### config.mk
export PLATFORM = sky130hd
export DESIGN_NAME = ahb_slave_fifo
export DESIGN_NICKNAME = d
export VERILOG_FILES = /design/src/rtl/ahb_slave_fifo_pkg.sv /design/src/rtl/fifo_regarray.sv /design/src/rtl/ahb_slave_fifo.sv
export SDC_FILE = /design/constraint.sdc
export NUM_CORES = 1
export LEC_CHECK = 0
export ABC_AREA = 1
export CAP_MARGIN = 10
export CORE_MARGIN = 10
export CORE_UTILIZATION = 60
export CTS_CLUSTER_DIAMETER = 80
export DETAILED_ROUTE_END_ITERATION = 6
export PLACE_DENSITY = 0.79
export SLEW_MARGIN = 0
export SYNTH_ARGS = -nofsm -noshare
export SYNTH_HDL_FRONTEND = slang
export SYNTH_SLANG_ARGS = --single-unit
### constraint.sdc
create_clock -name clk -period 3.23 [get_ports clk]
set_input_delay 0.646 -clock clk [delete_from_list [all_inputs] [get_ports clk]]
set_output_delay 0.646 -clock clk [all_outputs]
set_load 0.02 [all_outputs]
### src/rtl/ahb_slave_fifo_pkg.sv
// Shared constants, pointer-width helper and the status bundle for the AHB slave FIFOs.
package ahb_slave_fifo_pkg;

   localparam int unsigned FIFO_DATA_W    = 32;
   localparam int unsigned FIFO_DEPTH_DEF = 16;

   // Pointer width for a given depth (ceil(log2(depth))).
   function automatic int unsigned clog2_ptr(input int unsigned depth);
      int unsigned r;
      r = 0;
      for (int unsigned i = 0; i < 32; i++) begin
         if ((33'(1) << i) < 33'(depth)) r = i + 1;
      end
      return r;
   endfunction

   // Status flags exported to the register file.
   typedef struct packed {
      logic wrfull;
      logic wralmost_full;
      logic rdempty;
      logic ovf;
      logic udf;
   } fifo_status_t;

endpackage

### src/rtl/fifo_regarray.sv
// DEPTH x DATA_W storage: one synchronous write port, one asynchronous read port.
// Ports: clk, we/waddr/wdata (write), raddr/rdata (read). Contents are never reset.
module fifo_regarray
   import ahb_slave_fifo_pkg::*;
#(
   parameter int unsigned DATA_W = FIFO_DATA_W,
   parameter int unsigned DEPTH  = FIFO_DEPTH_DEF
) (
   input  logic                          clk,
   input  logic                          we,
   input  logic [clog2_ptr(DEPTH)-1:0]   waddr,
   input  logic [DATA_W-1:0]             wdata,
   input  logic [clog2_ptr(DEPTH)-1:0]   raddr,
   output logic [DATA_W-1:0]             rdata
);

   logic [DATA_W-1:0] mem_q [DEPTH];

   // Write port
   always_ff @(posedge clk) begin
      if (we) mem_q[waddr] <= wdata;
   end

   // Show-ahead read
   assign rdata = mem_q[raddr];

endmodule

### src/rtl/ahb_slave_fifo.sv
// Synchronous show-ahead FIFO between the AHB slave and user logic.
// Ports: clk, reset_n (sync, active-low); write side wrreq/wdata/wrfull/wralmost_full;
// read side rdack/rdata/rdempty; usedw occupancy; sticky ovf/udf cleared by clr_err.
module ahb_slave_fifo
   import ahb_slave_fifo_pkg::*;
#(
   parameter int unsigned DATA_W    = FIFO_DATA_W,
   parameter int unsigned DEPTH     = FIFO_DEPTH_DEF,
   parameter int unsigned AFULL_LVL = 12
) (
   input  logic                        clk,
   input  logic                        reset_n,
   input  logic                        wrreq,
   input  logic [DATA_W-1:0]           wdata,
   output logic                        wrfull,
   output logic                        wralmost_full,
   input  logic                        rdack,
   output logic [DATA_W-1:0]           rdata,
   output logic                        rdempty,
   output logic [clog2_ptr(DEPTH):0]   usedw,
   output logic                        ovf,
   output logic                        udf,
   input  logic                        clr_err
);

   localparam int unsigned PTR_W = clog2_ptr(DEPTH);
   localparam int unsigned CNT_W = PTR_W + 1;

   logic [PTR_W-1:0]  wr_ptr_q, wr_ptr_d;
   logic [PTR_W-1:0]  rd_ptr_q, rd_ptr_d;
   logic [CNT_W-1:0]  usedw_q, usedw_d;
   logic              ovf_q, ovf_d;
   logic              udf_q, udf_d;
   logic              wr_ok_c, rd_ok_c, we_c;
   logic [DATA_W-1:0] head_c;
   fifo_status_t      status_c;

   // Storage
   fifo_regarray #(
      .DATA_W (DATA_W),
      .DEPTH  (DEPTH)
   ) u_regarray (
      .clk   (clk),
      .we    (we_c),
      .waddr (wr_ptr_q),
      .wdata (wdata),
      .raddr (rd_ptr_q),
      .rdata (head_c)
   );

   // Flags decode from registered state only; accept and next-state logic
   always_comb begin
      status_c               = '0;
      status_c.wrfull        = (usedw_q == CNT_W'(DEPTH));
      status_c.wralmost_full = (usedw_q >= CNT_W'(AFULL_LVL));
      status_c.rdempty       = (usedw_q == '0);
      status_c.ovf           = ovf_q;
      status_c.udf           = udf_q;

      wr_ok_c  = wrreq & ~status_c.wrfull;
      rd_ok_c  = rdack & ~status_c.rdempty;
      // A write coinciding with reset must not touch storage
      we_c     = wr_ok_c & reset_n;

      wr_ptr_d = wr_ok_c ? wr_ptr_q + PTR_W'(1) : wr_ptr_q;
      rd_ptr_d = rd_ok_c ? rd_ptr_q + PTR_W'(1) : rd_ptr_q;
      usedw_d  = usedw_q + CNT_W'(wr_ok_c) - CNT_W'(rd_ok_c);
      // A new error wins over a simultaneous clear
      ovf_d    = (ovf_q & ~clr_err) | (wrreq & status_c.wrfull);
      udf_d    = (udf_q & ~clr_err) | (rdack & status_c.rdempty);
   end

   // State registers
   always_ff @(posedge clk) begin
      if (!reset_n) begin
         wr_ptr_q <= '0;
         rd_ptr_q <= '0;
         usedw_q  <= '0;
         ovf_q    <= 1'b0;
         udf_q    <= 1'b0;
      end else begin
         wr_ptr_q <= wr_ptr_d;
         rd_ptr_q <= rd_ptr_d;
         usedw_q  <= usedw_d;
         ovf_q    <= ovf_d;
         udf_q    <= udf_d;
      end
   end

   assign wrfull        = status_c.wrfull;
   assign wralmost_full = status_c.wralmost_full;
   assign rdempty       = status_c.rdempty;
   assign ovf           = status_c.ovf;
   assign udf           = status_c.udf;
   assign usedw         = usedw_q;
   // Head word is hidden while empty
   assign rdata         = status_c.rdempty ? '0 : head_c;

endmodule

==> impl_metrics.toml <==
[status]
status = "finished clean"

[routing]
drtIter0Drc = 1738
drc = 0
wl_per_cell_um = 22.00
wirelength_um = 52800
routed_via_density = 6.022
dr.pass1.iters = 6
vias = 14450
drtAntennaViolNets = 0

[worst_setup_path]
critPathKind = "flop to output port"
cp_slowest_cell = "dfxtp_4"
critPathMaxFanout = 41
start_kind = "flop"
path_cells = "bufbuf_16 > nand2_1 > nand3_1 > nand3_1 > nand2_1 > nand2_1 > a21oi_1 > dlygate4sd2_1"
max_stage_delay_ps = 490
r2r_setup_slack_ps = 560
arrival_ps = 2570
critPathCaptureType = "output port"
cp.required_ps = 2580
crit_top_cell = "nand2_1"

[sta]
slew_violations = 0
period_share_pct = 99.45
max_freq_ghz = 0.3113
finalClockSkew_ps = 23.13
slew-limit-headroom_pct = 61.10
setup_violations = 0
rsz0062_at_grt = "true"
tightest_slew_ps = 581.8
post-route-min-period_ps = 3212
hold_viol = 0
layout_setup_ws_ps = 17.79
tns_ps = 0

[power_and_ir_drop]
p_per_area_nw_per_um2 = 737.2
switching_share_pct = 31.51
power_leakage_nw = 9.109
p_sw_w = 0.005778
p_clk_share_pct = 31.0
pwr-share-comb_pct = 26.3
max-vdd-ir-drop_mv = 0.6204
p_int_w = 0.01256
seq_power_share_pct = 42.7

[yosys]
ys_seq_area_share_pct = 72.91
ys_warn_count = 0
synth_area_um2 = 21610
syn_nets = 1862
synthArstFlopShare_pct = 0
syn_inst = 1811
synth_commonest_cells = "nand2_1 (659), edfxtp_1 (512), nand3_1 (393)"
yosysMostFrequentCell = "nand2_1"
synth_edf_count = 512
synthFlopType = "edfxtp_1"
synth.distinct_cells = 24
synth_top_cell_area_share_pct = 71.15
synth_area_per_cell_um2 = 11.93
yosys-top-cells-area = "edfxtp_1 (71%), nand2_1 (11%), nand3_1 (9.1%)"
synth_top_cell_by_area = "edfxtp_1"
synth-seq-cells = 531

[cells_and_area]
final_layout_size_suffix_gt1_share_pct = 8.458
synthToLayoutAreaGrowth_pct = 15.11
finalCoreUtilization_pct = 69.93
fin_nets = 1948
fin_area_um2 = 24870
diodes = 0

[clocking]
worstSkewPairLatency_ps = 580
hold_buffers = 0
clockBufferDepth = 3
cts_tree = "yes"
clk_pin_slew_worst_paths_ps = 60
htreeDepth = 2
root_buffer = "clkbuf_16"
cts-buffers-inserted = 52
cts_sinks = 531

[floorplan]
dieWidth_um = 209.8
io_pins = 79
row_count = 69
start_util_pct = 60.75
core_area_um2 = 35570
die-area_um2 = 44000
die_y_um = 209.8

[global_route]
first_global_vias = 14170
grt_overflow = 0
grt_usage_pct = 23.49
antenna_found_initial = 0
grt_pass1_wl_um = 80540
grt_max_degree = 77

[place]
dp_slack_ps = 255.9
io_buffers = 78
dpl_cell_area_um2 = 23130
place.gp.congestion = 0.7708
hpwl_um = 27120

[run]
drv_cap = 0

[hold_path]
hold_class = "flop to flop"
logic make-up after synthesis:
kind of cell,count (synthesis),synth area share (%)
XOR/XNOR,3,0.1216
adder cells (fa/ha/maj),14,0.8454
buffers and inverters,134,3.885
flip-flops,531,72.91
AND/OR/NAND/NOR,1075,20.95
AO/OA/AOI/OAI,54,1.285
power groups by stage:
stage | clock network (W) | logic (W) | registers, W
floorplan | 0 | 0.00317 | 0.00795
global placement | 0 | 0.00466 | 0.00795
detailed placement | 0 | 0.00479 | 0.00796
CTS | 0.00572 | 0.00481 | 0.00783
global route | 0.00601 | 0.00530 | 0.00784
finish | 0.00568 | 0.00483 | 0.00783
cells in the final DEF (no fill, tap or decap), types with 3 or more instances in the layout:
| cell | instances |
|---|---|
| buf_12 | 24 |
| dlymetal6s2s_1 | 10 |
| inv_1 | 20 |
| clkdlybuf4s50_1 | 46 |
| bufinv_16 | 3 |
| ha_1 | 13 |
| dlygate4sd2_1 | 15 |
| nand3_1 | 393 |
| buf_4 | 29 |
| clkbuf_16 | 53 |
| nand2_1 | 659 |
| dfxtp_1 | 15 |
| clkbuf_2 | 5 |
| edfxtp_1 | 512 |
| clkinv_1 | 16 |
| nor2_4 | 16 |
| o21ai_0 | 7 |
| clkbuf_1 | 12 |
| nor2_1 | 7 |
| buf_6 | 4 |
| clkinv_2 | 10 |
| buf_16 | 3 |
| a21oi_1 | 43 |
sequential cells by signal, indices dropped and copies added, names as in the netlist, named ones only:
name,cells
rd_ptr_q,4
udf,1
u_regarray.mem_q,512
usedw,5
wr_ptr_q,4
ovf,1
path summary, 6_finish.rpt:
| kind | startpoint | to | cells past startpoint |
|---|---|---|---|
| setup reg to reg | usedw[2] | usedw[4] | 13 |
| hold / removal | udf | udf | 2 |
| hold reg to reg | udf | udf | 2 |
| setup / recovery | flop | rdata[26] | 8 |
per-stage QoR:
step / total power (W) / hold WS [ps] / cells
floorplan: 0.01112 / 446.8 / 1811
global placement: 0.01261 / 455.5 / 2299
detailed placement: 0.01275 / 463.9 / 2299
CTS: 0.01836 / 477.0 / 2397
global route: 0.01915 / 500.8 / 2400
finish: 0.01834 / 472.6 / 2400
critical path, delay by kind of cell, from the launching register on:
| family | cells | cell delay, ps |
|---|---|---|
| flip-flops | 1 | 490 |
| AO/OA/AOI/OAI | 1 | 250 |
| AND/OR/NAND/NOR | 5 | 460 |
| buffers and inverters | 2 | 780 |
metal layers:
layer / wire length, um / track usage, % / up-vias
met4: 1329 / 8.261 / 0
met3: 5510 / 3.742 / 116
met1: 19520 / 30.38 / 6944
met2: 26430 / 39.60 / 864
met5: 0 / 0 / -
li1: - / - / 6528
what timing repair did:
action / in CTS / in global routing
gates cloned: 2 / 1
resized for setup: 33 / 24
buffers inserted: 0 / 2
setup endpoints to repair: 32 / 23
pin swaps: 0 / 0
final cells by class:
class	instances	area [um^2]
Sequential cell	531	15770
Fill cell	2337	10700
Multi-Input combinational cell	1146	5141
Timing Repair Buffer	141	1679
Clock buffer	64	1346
Tap cell	461	576.8
Clock inverter	32	252.7
Inverter	25	111.4
Power figures use the tool's default switching activity.
